<file path="src/rtl/ctrl_int_pkg.sv">
// Shared types and constants for the interrupt sequencer.
//   state_t     : sequencer states (3-bit encoding)
//   IRQ_MAX     : largest supported number of interrupt lines
//   ID_W        : width of an interrupt index, sized for IRQ_MAX lines
//   VEC_BASE_D  : default address of vector 0
//   VEC_STRIDE_D: default spacing between vectors
package ctrl_int_pkg;

   localparam int IRQ_MAX      = 8;
   localparam int ID_W         = $clog2(IRQ_MAX);
   localparam int VEC_BASE_D   = 'h3C0;
   localparam int VEC_STRIDE_D = 16;

   typedef enum logic [2:0] {
      IDLE    = 3'd0,
      SAVE    = 3'd1,
      VECTOR  = 3'd2,
      SERVICE = 3'd3,
      RESTORE = 3'd4
   } state_t;

endpackage

</file>
<file path="src/rtl/codificador_prioridad.sv">
// Fixed-priority encoder: the lowest set index of req wins.
//   req    in  W     request vector
//   winner out ID_W  index of the winning request (0 when none)
//   valid  out 1     at least one request is set
module codificador_prioridad
   import ctrl_int_pkg::*;
#(
   parameter int W = 4
) (
   input  logic [W-1:0]    req,
   output logic [ID_W-1:0] winner,
   output logic            valid
);

   // Scan from the top down so the last hit (lowest index) is the one kept.
   always_comb begin
      winner = '0;
      valid  = 1'b0;
      for (int i = W - 1; i >= 0; i--) begin
         if (req[i]) begin
            winner = ID_W'(i);
            valid  = 1'b1;
         end
      end
   end

endmodule

</file>
<file path="src/rtl/controlador_interrupciones.sv">
// Interrupt sequencer for the single-cycle CPU datapath. Edge-detects IRQ
// lines into a pending register, masks and prioritises them, and steps the
// datapath through entry (save PC/zero, jump to vector) and RETI return.
//   reloj, reset        clock, synchronous active-high reset
//   irq                 external request levels (rising edge = event)
//   instr_fin           current instruction completes; entry only then
//   reti                return-from-interrupt decoded this cycle
//   mask_we, mask_in    mask register write
//   pc_actual, zero_in  datapath PC and zero flag to save on entry
//   stall               inhibits we3/wez
//   s_vec, vec_addr     PC mux select and target for the vector jump
//   s_ret, pc_ret,
//   zero_ret            PC mux select and saved values for the return
//   irq_ack             one-cycle one-hot acknowledge
//   in_service          handler running
//   pending, mask_q     pending and mask registers
module controlador_interrupciones
   import ctrl_int_pkg::*;
#(
   parameter int N_IRQ      = 4,
   parameter int PC_W       = 10,
   parameter int VEC_BASE   = VEC_BASE_D,
   parameter int VEC_STRIDE = VEC_STRIDE_D
) (
   input  logic             reloj,
   input  logic             reset,
   input  logic [N_IRQ-1:0] irq,
   input  logic             instr_fin,
   input  logic             reti,
   input  logic             mask_we,
   input  logic [N_IRQ-1:0] mask_in,
   input  logic [PC_W-1:0]  pc_actual,
   input  logic             zero_in,
   output logic             stall,
   output logic             s_vec,
   output logic             s_ret,
   output logic [PC_W-1:0]  vec_addr,
   output logic [PC_W-1:0]  pc_ret,
   output logic             zero_ret,
   output logic [N_IRQ-1:0] irq_ack,
   output logic             in_service,
   output logic [N_IRQ-1:0] pending,
   output logic [N_IRQ-1:0] mask_q
);

   state_t            state, state_n;
   logic [N_IRQ-1:0]  irq_prev;
   logic [N_IRQ-1:0]  evt;
   logic [N_IRQ-1:0]  req;
   logic [N_IRQ-1:0]  win_oh;
   logic [ID_W-1:0]   winner;
   logic [ID_W-1:0]   cur_id;
   logic              req_valid;
   logic              take;
   logic [PC_W-1:0]   vec_calc;

   assign evt = irq & ~irq_prev;
   // Arbitration always sees the mask as it was before any same-cycle write.
   assign req = pending & mask_q;

   codificador_prioridad #(.W(N_IRQ)) u_prio (
      .req    (req),
      .winner (winner),
      .valid  (req_valid)
   );

   assign take     = (state == IDLE) && req_valid && instr_fin;
   assign win_oh   = take ? (N_IRQ'(1) << winner) : '0;
   assign vec_calc = PC_W'(VEC_BASE + int'(winner) * VEC_STRIDE);

   // State register
   always_ff @(posedge reloj) begin
      if (reset) state <= IDLE;
      else       state <= state_n;
   end

   // Next state; reti is only meaningful in SERVICE
   always_comb begin
      state_n = state;
      case (state)
         IDLE:    if (take) state_n = SAVE;
         SAVE:    state_n = VECTOR;
         VECTOR:  state_n = SERVICE;
         SERVICE: if (reti) state_n = RESTORE;
         RESTORE: state_n = IDLE;
         default: state_n = IDLE;
      endcase
   end

   // Moore control outputs
   always_comb begin
      stall      = 1'b0;
      s_vec      = 1'b0;
      s_ret      = 1'b0;
      in_service = 1'b0;
      case (state)
         SAVE:    stall = 1'b1;
         VECTOR:  begin stall = 1'b1; s_vec = 1'b1; end
         SERVICE: in_service = 1'b1;
         RESTORE: begin stall = 1'b1; s_ret = 1'b1; end
         default: ;
      endcase
   end

   // Datapath registers. The vector address is computed from the winner at
   // the entry edge so it is already stable during VECTOR and holds after.
   always_ff @(posedge reloj) begin
      if (reset) begin
         irq_prev <= '0;
         pending  <= '0;
         mask_q   <= '0;
         cur_id   <= '0;
         pc_ret   <= '0;
         zero_ret <= 1'b0;
         vec_addr <= '0;
         irq_ack  <= '0;
      end else begin
         irq_prev <= irq;
         // A new event on the line being acked survives the clear.
         pending  <= (pending & ~win_oh) | evt;
         irq_ack  <= win_oh;
         if (mask_we) mask_q <= mask_in;
         if (take) begin
            cur_id   <= winner;
            pc_ret   <= pc_actual;
            zero_ret <= zero_in;
            vec_addr <= vec_calc;
         end
      end
   end

endmodule
</file>
<file path="config.mk">
export PLATFORM = sky130hd
export DESIGN_NAME = controlador_interrupciones
export DESIGN_NICKNAME = d
export VERILOG_FILES = /design/src/rtl/ctrl_int_pkg.sv /design/src/rtl/codificador_prioridad.sv /design/src/rtl/controlador_interrupciones.sv
export SDC_FILE = /design/constraint.sdc
export NUM_CORES = 1
export LEC_CHECK = 0
export CELL_PAD_IN_SITES_DETAIL_PLACEMENT = 0
export CELL_PAD_IN_SITES_GLOBAL_PLACEMENT = 1
export CORE_ASPECT_RATIO = 1.75
export CORE_MARGIN = 2
export CORE_UTILIZATION = 31
export DETAILED_ROUTE_END_ITERATION = 8
export GPL_ROUTABILITY_DRIVEN = 0
export GPL_TIMING_DRIVEN = 1
export PLACE_DENSITY = 0.81
export SLEW_MARGIN = 10
export SYNTH_ARGS = -nofsm -noshare
export SYNTH_HDL_FRONTEND = slang
export SYNTH_SLANG_ARGS = --single-unit
</file>
<file path="constraint.sdc">
create_clock -name reloj -period 3 [get_ports reloj]
set_clock_uncertainty 0.1 [all_clocks]
set_input_delay 0.45 -clock reloj [delete_from_list [all_inputs] [get_ports reloj]]
set_output_delay 0.45 -clock reloj [all_outputs]
set_load 0.03 [all_outputs]
</file>
==> results of run 1 <==
[through the flow]
| step | area, µm² | total power, µW | cells | hold slack, ns | util (%) |
|---|---|---|---|---|---|
| 6_report | 1980 | 1150 | 250 | 0.356 | 48.7 |
| 5_1_grt | 1980 | 1200 | 250 | 0.375 | 48.7 |
| 4_1_cts | 1980 | 1160 | 250 | 0.359 | 48.7 |
| 3_5_place_dp | 1850 | 669 | 242 | 0.349 | 45.4 |
| 3_3_place_gp | 1850 | 666 | 242 | 0.341 | 45.4 |
| 2_1_floorplan | 1310 | 594 | 150 | 0.362 | - |
[placed cells by master (no fill, tap or decap), drive strengths merged, types with 2 or more instances in the layout]
cell           count
nor2b              7
a22o               2
nor4b              3
nand2             28
bufinv             2
a31oi              2
nand2b             3
nor3               3
nor2              14
clkdlybuf4s50     56
conb               4
clkbuf             5
o21ai              2
nand3              3
dfxtp             33
a21oi             18
mux2i              4
[routing by layer]
| metal | vias to the layer above | track usage (%) |
|---|---|---|
| li1 | 589 | - |
| met4 | 0 | 7.69 |
| met2 | 45 | 24.3 |
| met3 | 8 | 3.82 |
| met1 | 543 | 14.5 |
| met5 | - | 0 |
[final cells by class]
class | count | area share, %
well taps | 49 | 3.09
inverters | 1 | 0.189
clock buffers | 5 | 3.47
clock inverters | 3 | 3.28
repair buffers | 57 | 28.6
flip-flops and latches | 33 | 33.3
multi-input cells | 102 | 28.1
[flip-flops by register name, indices dropped and copies added, names as in the netlist]
name and cells:
pc_ret 10, irq_ack 4, irq_prev 4, mask_q 4
pending 4, state 3, vec_addr 3, zero_ret 1
[worst reg2reg max path, cell delays in order (launching register included)]
cell and delay (ns):
dfxtp_1 0.40, nor4b_4 0.46, o21a_1 0.50, nand3_1 0.13, a21oi_1 0.14
[power groups by stage]
stage	Sequential (µW)	Combinational, µW	Clock, µW
after detailed placement	488	181	0
after global routing	481	193	526
after floorplan	512	82.6	0
after global placement	487	179	0
after CTS	478	182	498
final	477	180	488
[worst max path at each step]
stage	start	endpoint	cells past startpoint
after floorplan	state[2]	s_ret	1
after global placement	instr_fin	vec_addr[4]	5
after detailed placement	instr_fin	pc_ret[9]	5
after CTS	state[1]	stall	3
after global routing	state[1]	stall	3
final	state[1]	stall	3
[cells in the mapped netlist (2+ instances only)]
cell / instances
a21oi_1: 18
a22o_1: 2
a31oi_1: 2
buf_4: 8
clkbuf_1: 3
dfxtp_1: 33
mux2i_1: 4
nand2_1: 28
nand2b_1: 3
nand3_1: 3
nor2_1: 14
nor2b_1: 7
nor3_1: 3
o21ai_0: 2
[kinds of logic after synthesis]
group,count (synthesis),share of synthesized area (%)
AO/OA/AOI/OAI,29,13.1
flip-flops,33,50.8
AND/OR/NAND/NOR,65,25.5
buffers and inverters,15,7.31
multiplexers,4,3.08
other,1,0.288
==> results.sh, run 1 <==
export IMPL_status="complete, no violations"
export IMPL_synth_seq_cells=33
export IMPL_grt_pass1_wl_um=5100
export IMPL_avgRoutedWirePerCell_um=12.1
export IMPL_cts_buffer_depth=2
export IMPL_setup_viol=0
export IMPL_max_vdd_ir_drop_v=0.000392
export IMPL_ys_top_cells_by_area="dfxtp_1 (51%), nand2_1 (8.1%), a21oi_1 (6.9%)"
export IMPL_drt_met1_wl_um=1080
export IMPL_htreeDepth=2
export IMPL_drt_iter0_markers=17
export IMPL_wl_um=3040
export IMPL_postRouteAntennaNets=0
export IMPL_top_layer_used="met4"
export IMPL_ioPinCount=61
export IMPL_setup_tns_ns=0
export IMPL_core_um2=4070
export IMPL_powerDensity_nw_per_um2=577
export IMPL_clkLatencyLatePin_ns=0.28
export IMPL_synthesis_area_um2=1300
export IMPL_switching_power_uw=273
export IMPL_min_period_ns=2.44
export IMPL_io_buffer_count=56
export IMPL_hold_end="zero_ret"
export IMPL_grtUsageTotal_pct=14.1
export IMPL_fin_crit_sh_pct=81.4
export IMPL_yosysTopAreaCell="dfxtp_1"
export IMPL_crit_buf_inv=1
export IMPL_min_delay_start="zero_ret"
export IMPL_cts_root_buf="clkbuf_8"
export IMPL_clkSinkCount=33
export IMPL_ys_warn_count=0
export IMPL_cts_tree="yes"
export IMPL_dr_wl_met2_um=1660
export IMPL_max_freq_mhz=409
export IMPL_pre_cts_slack_ns=0.578
export IMPL_hpwl_um=2320
export IMPL_crit_fanout=9
export IMPL_rr_startpoint="state[0]"
export IMPL_critPathLaunchType="flip-flop"
export IMPL_crit_family="buffers and inverters"
export IMPL_fillers=417
export IMPL_die_width_um=53.0
export IMPL_syn_area_per_cell_um2=8.85
export IMPL_regArea_um2=661
export IMPL_dieArea_um2=4750
export IMPL_path_cells="nand2b_1 -> a31oi_1 -> clkdlybuf4s50_1"
export IMPL_seq_power_share_pct=41.6
export IMPL_wl_met3_um=213
export IMPL_antennaDiodeCount=0
export IMPL_drc=0
export IMPL_hold_buffers=0
export IMPL_yosys_cell_types_count=31
export IMPL_synth_ff_type="dfxtp_1"
export IMPL_drive_above_1_share_pct=5.97
export IMPL_crit_type="flip-flop to primary output"
export IMPL_dr_pass1_iters=4
export IMPL_synthToLayoutAreaGrowth_pct=52.5
export IMPL_initial_utilization_pct=32.0
export IMPL_cpMaxStageDelayCell="clkdlybuf4s50_1"
export IMPL_r2r_cells=4
export IMPL_worstSetupEndpointType="primary output"
export IMPL_rsz0062_at_grt="false"
export IMPL_worst_slack_ns=0.558
export IMPL_fp_dieH_um=89.7
export IMPL_core_rowCount=31
export IMPL_drv_slew=0
export IMPL_hold_depth=2
export IMPL_grt_pass1_vias=1158
export IMPL_crit_required_ns=2.45
export IMPL_cts_repair_resized=0
export IMPL_pwr_share_comb_pct=15.7
export IMPL_tightest_slew_ns=0.810
export IMPL_yosysTopAreaCellShare_pct=50.8
export IMPL_synth_edf_count=0
export IMPL_p_clk_share_pct=42.6
export IMPL_overflow=0
export IMPL_vias=1185
export IMPL_p_leak_uw=0.000722
export IMPL_cp_arrival_ns=1.89
export IMPL_hp_class="flip-flop to flip-flop"
export IMPL_p_sw_share_pct=23.8
export IMPL_ys_seq_area_share_pct=50.8
export IMPL_antenna_found_initial=0
export IMPL_rrSetupSlack_ns=1.19
export IMPL_numCtsBuffers=5
export IMPL_clk_pin_slew_ns=0.07
export IMPL_critPathMaxStageDelay_ns=0.70
export IMPL_cts_setup_buffers=0
export IMPL_hold_viol=0
export IMPL_r2r_end="vec_addr[4]"
export IMPL_multi_input_area_um2=557
export IMPL_nets=224
export IMPL_viasPerCell=4.74
export IMPL_syn_inst=147
export IMPL_async_flop_share_pct=0
export IMPL_power_internal_uw=872
export IMPL_drv_cap=0
export IMPL_grt_max_degree=23
export IMPL_slew_headroom_pct=45.6
No activity file was read; power rests on OpenSTA's default activity.
==> run 2, diff against run 1 <==
--- a/config.mk
+++ b/config.mk
@@ -9,11 +9,11 @@
 export CELL_PAD_IN_SITES_GLOBAL_PLACEMENT = 1
 export CORE_ASPECT_RATIO = 1.75
 export CORE_MARGIN = 2
-export CORE_UTILIZATION = 31
+export CORE_UTILIZATION = 28
 export DETAILED_ROUTE_END_ITERATION = 8
 export GPL_ROUTABILITY_DRIVEN = 0
 export GPL_TIMING_DRIVEN = 1
-export PLACE_DENSITY = 0.81
+export PLACE_DENSITY = 0.74
 export SLEW_MARGIN = 10
 export SYNTH_ARGS = -nofsm -noshare
 export SYNTH_HDL_FRONTEND = slang
==> constraint.sdc (replaced) <==
create_clock -name reloj -period 2.35 [get_ports reloj]
set_clock_uncertainty 0.1 [all_clocks]
set_input_delay 0.3525 -clock reloj [delete_from_list [all_inputs] [get_ports reloj]]
set_output_delay 0.3525 -clock reloj [all_outputs]
set_load 0.03 [all_outputs]
==> run 2 against run 1 <==
  * Flip-flop and latch count unchanged
  * Wire length increased by 4.9%
  * Final cell count up 1.6%
  * Sequential share of layout area up 0.62 points
  * Final area decreased by 1.6%
  * Highest routed layer unchanged
  * Die area grew 10%
  * Register-to-register slack got worse by 0.63 ns
  * Non-clock buffer count grew 2
  * Worst hold slack improved by 0.0016 ns
  * First-iteration DRC count decreased by 29%
==> results.sh, run 2 (same netlist as run 1, synthesis figures left out) <==
export IMPL_placed_cell_area_um2=1870
export IMPL_switching_power_uw=330
export IMPL_crit_fanout=8
export IMPL_p_leak_uw=0.000720
export IMPL_antenna_found_initial=0
export IMPL_nets=226
export IMPL_overflow=0
export IMPL_seq_power_share_pct=49.4
export IMPL_numCtsBuffers=5
export IMPL_wl_um=3190
export IMPL_largest_register="pc_ret"
export IMPL_htreeDepth=2
export IMPL_rsz0062_at_grt="false"
export IMPL_final_cell_mix="clkdlybuf4s50_1 (55), dfxtp_1 (32), nand2_1 (28), a21oi_1 (18), nor2_1 (14)"
export IMPL_min_period_ns=2.15
export IMPL_drc=0
export IMPL_worstSetupEndpointType="primary output"
export IMPL_cts_buffer_depth=2
export IMPL_p_sw_share_pct=26.7
export IMPL_drive_above_1_share_pct=5.91
export IMPL_max_freq_mhz=464
export IMPL_largest_register_ffs=10
export IMPL_hpwl_um=2440
export IMPL_clkLatencyLatePin_ns=0.28
export IMPL_dieArea_um2=5230
export IMPL_rrSetupSlack_ns=0.56
export IMPL_grtUsageTotal_pct=13.1
export IMPL_setup_tns_ns=0
export IMPL_grt_pass1_vias=1156
export IMPL_io_buffer_count=56
export IMPL_cts_repair_resized=0
export IMPL_powerDensity_nw_per_um2=633
export IMPL_crit_type="flip-flop to primary output"
export IMPL_viasPerCell=4.54
export IMPL_endpoint="s_vec"
export IMPL_critPathLaunchType="flip-flop"
export IMPL_r2r_end="pc_ret[1]"
export IMPL_finalPower_uw=1230
export IMPL_avgRoutedWirePerCell_um=12.5
export IMPL_synthToLayoutAreaGrowth_pct=50.0
export IMPL_die_width_um=55.5
export IMPL_crit_required_ns=1.90
export IMPL_core_rowCount=32
export IMPL_setup_viol=0
export IMPL_grt_max_degree=15
export IMPL_clkSinkCount=33
export IMPL_fp_dieH_um=94.2
export IMPL_cts_root_buf="clkbuf_8"
export IMPL_regArea_um2=662
export IMPL_r2r_cells=4
export IMPL_cts_tree="yes"
export IMPL_crit_start="state[2]"
export IMPL_layout_commonest_cell="clkdlybuf4s50_1"
export IMPL_max_vdd_ir_drop_v=0.000357
export IMPL_tightest_slew_ns=0.818
export IMPL_postRouteAntennaNets=0
export IMPL_dr_pass1_iters=4
export IMPL_design_area_um2=1950
export IMPL_hold_viol=0
export IMPL_pwr_share_comb_pct=18.8
export IMPL_drt_iter0_markers=12
export IMPL_p_clk_share_pct=31.7
export IMPL_cts_setup_buffers=0
export IMPL_power_internal_uw=905
export IMPL_initial_utilization_pct=29.3
export IMPL_core_um2=4440
export IMPL_ioPinCount=61
export IMPL_drv_slew=0
export IMPL_hp_class="flip-flop to flip-flop"
export IMPL_cp_arrival_ns=1.70
export IMPL_fin_crit_sh_pct=91.7
export IMPL_rr_startpoint="mask_q[1]"
export IMPL_fillers=474
export IMPL_clk_pin_slew_ns=0.06
export IMPL_finalCoreUtilization_pct=43.9
export IMPL_min_delay_start="zero_ret"
export IMPL_slew_headroom_pct=45.1
export IMPL_drv_cap=0
export IMPL_multi_input_area_um2=557
export IMPL_status="complete, no violations"
export IMPL_vias=1154
export IMPL_grt_pass1_wl_um=5180
export IMPL_hold_buffers=0
export IMPL_antennaDiodeCount=0
## run 2: cell count changes in the layout (fill, tap and decap cells not counted), sizes merged
cell	change
clkinv	-1
clkbuf	+3
clkdlybuf4s50	-1
dlymetal6s2s	+1
buf	+2
bufinv	-2
## run 2: cell type report
type,instances,area share (%)
clock buffer,8,4.10
inverter,1,0.192
multi-input combinational,102,28.5
sequential,33,33.9
tap,51,3.27
timing repair buffer,59,30.0
## run 2: per-layer routing
metal,wire length [µm],vias up,track usage [%],share of wire (%)
met5,0,-,0,0
met4,88,0,7.93,2.8
met1,1210,515,12.1,38
met2,1710,38,24.2,54
li1,-,595,-,-
met3,175,6,4.13,5.5
## run 2: critical path: stages, from the launching register on
cell and delay (ns):
dfxtp_1 0.39, nand2b_1 0.24, nor2_1 0.11, clkdlybuf4s50_1 0.68
## run 2: worst min-delay path by stage
stage,to,slack (ns),cells past startpoint
5_1_grt,zero_ret,0.37,2
4_1_cts,pc_ret[3],0.36,2
2_1_floorplan,pending[3],0.36,2
3_3_place_gp,pc_ret[2],0.34,2
6_report,zero_ret,0.36,2
3_5_place_dp,pc_ret[3],0.35,2
## run 2: power groups by stage
stage	registers [µW]	logic (µW)	clock network (µW)
final	610	232	392
after global routing	614	248	441
after CTS	611	236	410
after detailed placement	623	234	0
after global placement	622	233	0
after floorplan	653	105	0
## run 2: per-stage QoR
| stage | setup WS (ns) | cells | hold WS, ns |
|---|---|---|---|
| 6_report | 0.195 | 254 | 0.357 |
| 2_1_floorplan | 0.685 | 150 | 0.362 |
| 3_3_place_gp | 0.325 | 246 | 0.344 |
| 3_5_place_dp | 0.318 | 246 | 0.349 |
| 5_1_grt | 0.0563 | 254 | 0.371 |
| 4_1_cts | 0.00711 | 254 | 0.358 |
==> run 3, diff against run 2 <==
--- a/config.mk
+++ b/config.mk
@@ -9,12 +9,12 @@
 export CELL_PAD_IN_SITES_GLOBAL_PLACEMENT = 1
 export CORE_ASPECT_RATIO = 1.75
 export CORE_MARGIN = 2
-export CORE_UTILIZATION = 28
+export CORE_UTILIZATION = 35
 export DETAILED_ROUTE_END_ITERATION = 8
+export DONT_BUFFER_PORTS = 1
 export GPL_ROUTABILITY_DRIVEN = 0
 export GPL_TIMING_DRIVEN = 1
-export PLACE_DENSITY = 0.74
-export SLEW_MARGIN = 10
+export PLACE_DENSITY = 0.61
 export SYNTH_ARGS = -nofsm -noshare
 export SYNTH_HDL_FRONTEND = slang
 export SYNTH_SLANG_ARGS = --single-unit
==> run 3 against run 2 <==
  * Core utilization decreased by 3.6 points
  * Wire length down 7.2%
  * Sequential power grew 2%
  * First-iteration DRC count is 8.3% higher
  * Critical endpoint unchanged
  * Largest power group unchanged
==> results.sh, run 3 (same netlist as run 1, synthesis figures left out) <==
export IMPL_status="complete, no violations"
export IMPL_cp_arrival_ns=1.41
export IMPL_initial_utilization_pct=36.2
export IMPL_viasPerCell=4.97
export IMPL_placed_cell_area_um2=1360
export IMPL_layout_commonest_cell="dfxtp_1"
export IMPL_hp_class="input port to flip-flop"
export IMPL_pre_cts_slack_ns=0.518
export IMPL_cts_repair_resized=0
export IMPL_critPathMaxStageDelay_ns=0.51
export IMPL_r2r_end="vec_addr[4]"
export IMPL_setup_tns_ns=0
export IMPL_grtUsageTotal_pct=14.8
export IMPL_rr_startpoint="state[0]"
export IMPL_cpMaxStageDelayCell="dfxtp_1"
export IMPL_crit_family="simple AND/OR/NAND/NOR gates"
export IMPL_hold_end="zero_ret"
export IMPL_r2r_cells=4
export IMPL_crit_required_ns=1.90
export IMPL_ioPinCount=61
export IMPL_hold_depth=1
export IMPL_drt_iter0_markers=13
export IMPL_hold_buffers=0
export IMPL_rrSetupSlack_ns=0.53
export IMPL_fin_crit_sh_pct=79.3
export IMPL_postRouteAntennaNets=0
export IMPL_slew_headroom_pct=63.2
export IMPL_worst_slack_ns=0.487
export IMPL_dr_pass1_iters=4
export IMPL_final_cell_mix="dfxtp_1 (33), nand2_1 (28), a21oi_1 (18), nor2_1 (14), buf_4 (11)"
export IMPL_clkLatencyLatePin_ns=0.28
export IMPL_grt_max_degree=33
export IMPL_crit_buf_inv=0
export IMPL_cts_root_buf="clkbuf_8"
export IMPL_largest_register="pc_ret"
export IMPL_hold_viol=0
export IMPL_clk_pin_slew_ns=0.06
export IMPL_min_period_ns=1.86
export IMPL_crit_fanout=9
export IMPL_avgRoutedWirePerCell_um=14.8
export IMPL_io_buffer_count=0
export IMPL_grt_pass1_wl_um=4610
export IMPL_max_freq_mhz=537
export IMPL_drv_cap=0
export IMPL_rsz0062_at_grt="false"
export IMPL_cts_tree="yes"
export IMPL_hpwl_um=2200
export IMPL_die_width_um=50.1
export IMPL_finalPower_uw=1180
export IMPL_grt_pass1_vias=924
export IMPL_max_vdd_ir_drop_v=0.000423
export IMPL_core_um2=3590
export IMPL_crit_type="flip-flop to primary output"
export IMPL_path_cells="nand2b_1 -> nor2_1"
export IMPL_whs_ns=0.0449
export IMPL_fp_dieH_um=84.7
export IMPL_dieArea_um2=4240
export IMPL_antennaDiodeCount=0
export IMPL_clkSinkCount=33
export IMPL_tightest_slew_ns=0.550
export IMPL_drive_above_1_share_pct=13.0
export IMPL_overflow=0
export IMPL_cts_buffer_depth=2
export IMPL_drc=0
export IMPL_design_area_um2=1450
export IMPL_wl_um=2960
export IMPL_cts_setup_buffers=0
export IMPL_largest_register_ffs=10
export IMPL_synthToLayoutAreaGrowth_pct=11.3
export IMPL_vias=994
export IMPL_powerDensity_nw_per_um2=814
export IMPL_critical_path_depth=2
export IMPL_nets=178
export IMPL_p_leak_uw=0.000546
export IMPL_antenna_found_initial=0
export IMPL_htreeDepth=2
export IMPL_min_delay_start="reset"
export IMPL_worstSetupEndpointType="primary output"
export IMPL_drv_slew=0
export IMPL_setup_viol=0
export IMPL_core_rowCount=29
export IMPL_numCtsBuffers=5
export IMPL_critPathLaunchType="flip-flop"
==> run 3: worst max-delay path by stage <==
stage | start | end | slack (ns)
6_report | state[1] | s_vec | 0.49
3_3_place_gp | state[0] | vec_addr[4] | 0.60
5_1_grt | state[0] | state[0] | 0.34
2_1_floorplan | state[2] | s_ret | 0.68
4_1_cts | state[1] | in_service | 0.48
3_5_place_dp | state[0] | vec_addr[4] | 0.52
==> run 3: worst reg2reg max path: cells and delay by family (launching register included) <==
family / cells / cell delay, ns
DFF: 1 / 0.39
and+or+nand+nor: 2 / 0.62
AOI/OAI and AO/OA: 2 / 0.65
==> run 3: power by group <==
part           switching, µW  internal (µW)
combinational           91.9           47.9
clock                    186            232
sequential              36.4            585
total                    314            865
==> run 3: final cells by class <==
class	count	area, µm²
sequential	33	661
timing repair buffer	11	82.6
clock buffer	7	86.3
fill	396	2140
tap	46	57.6
multi-input combinational	102	557
inverter	1	3.75
==> run 3: stage by stage <==
step | utilization [%] | cells
after floorplan | - | 150
after global placement | 37.9 | 193
after detailed placement | 37.9 | 193
after CTS | 40.3 | 200
after global routing | 40.3 | 200
final | 40.3 | 200
==> run 3: metal layers <==
| metal | GRT usage (%) | wire [µm] |
|---|---|---|
| met1 | 14.5 | 1010 |
| met2 | 26.0 | 1630 |
| met3 | 5.87 | 267 |
| met4 | 7.58 | 52 |
| met5 | 0 | 0 |
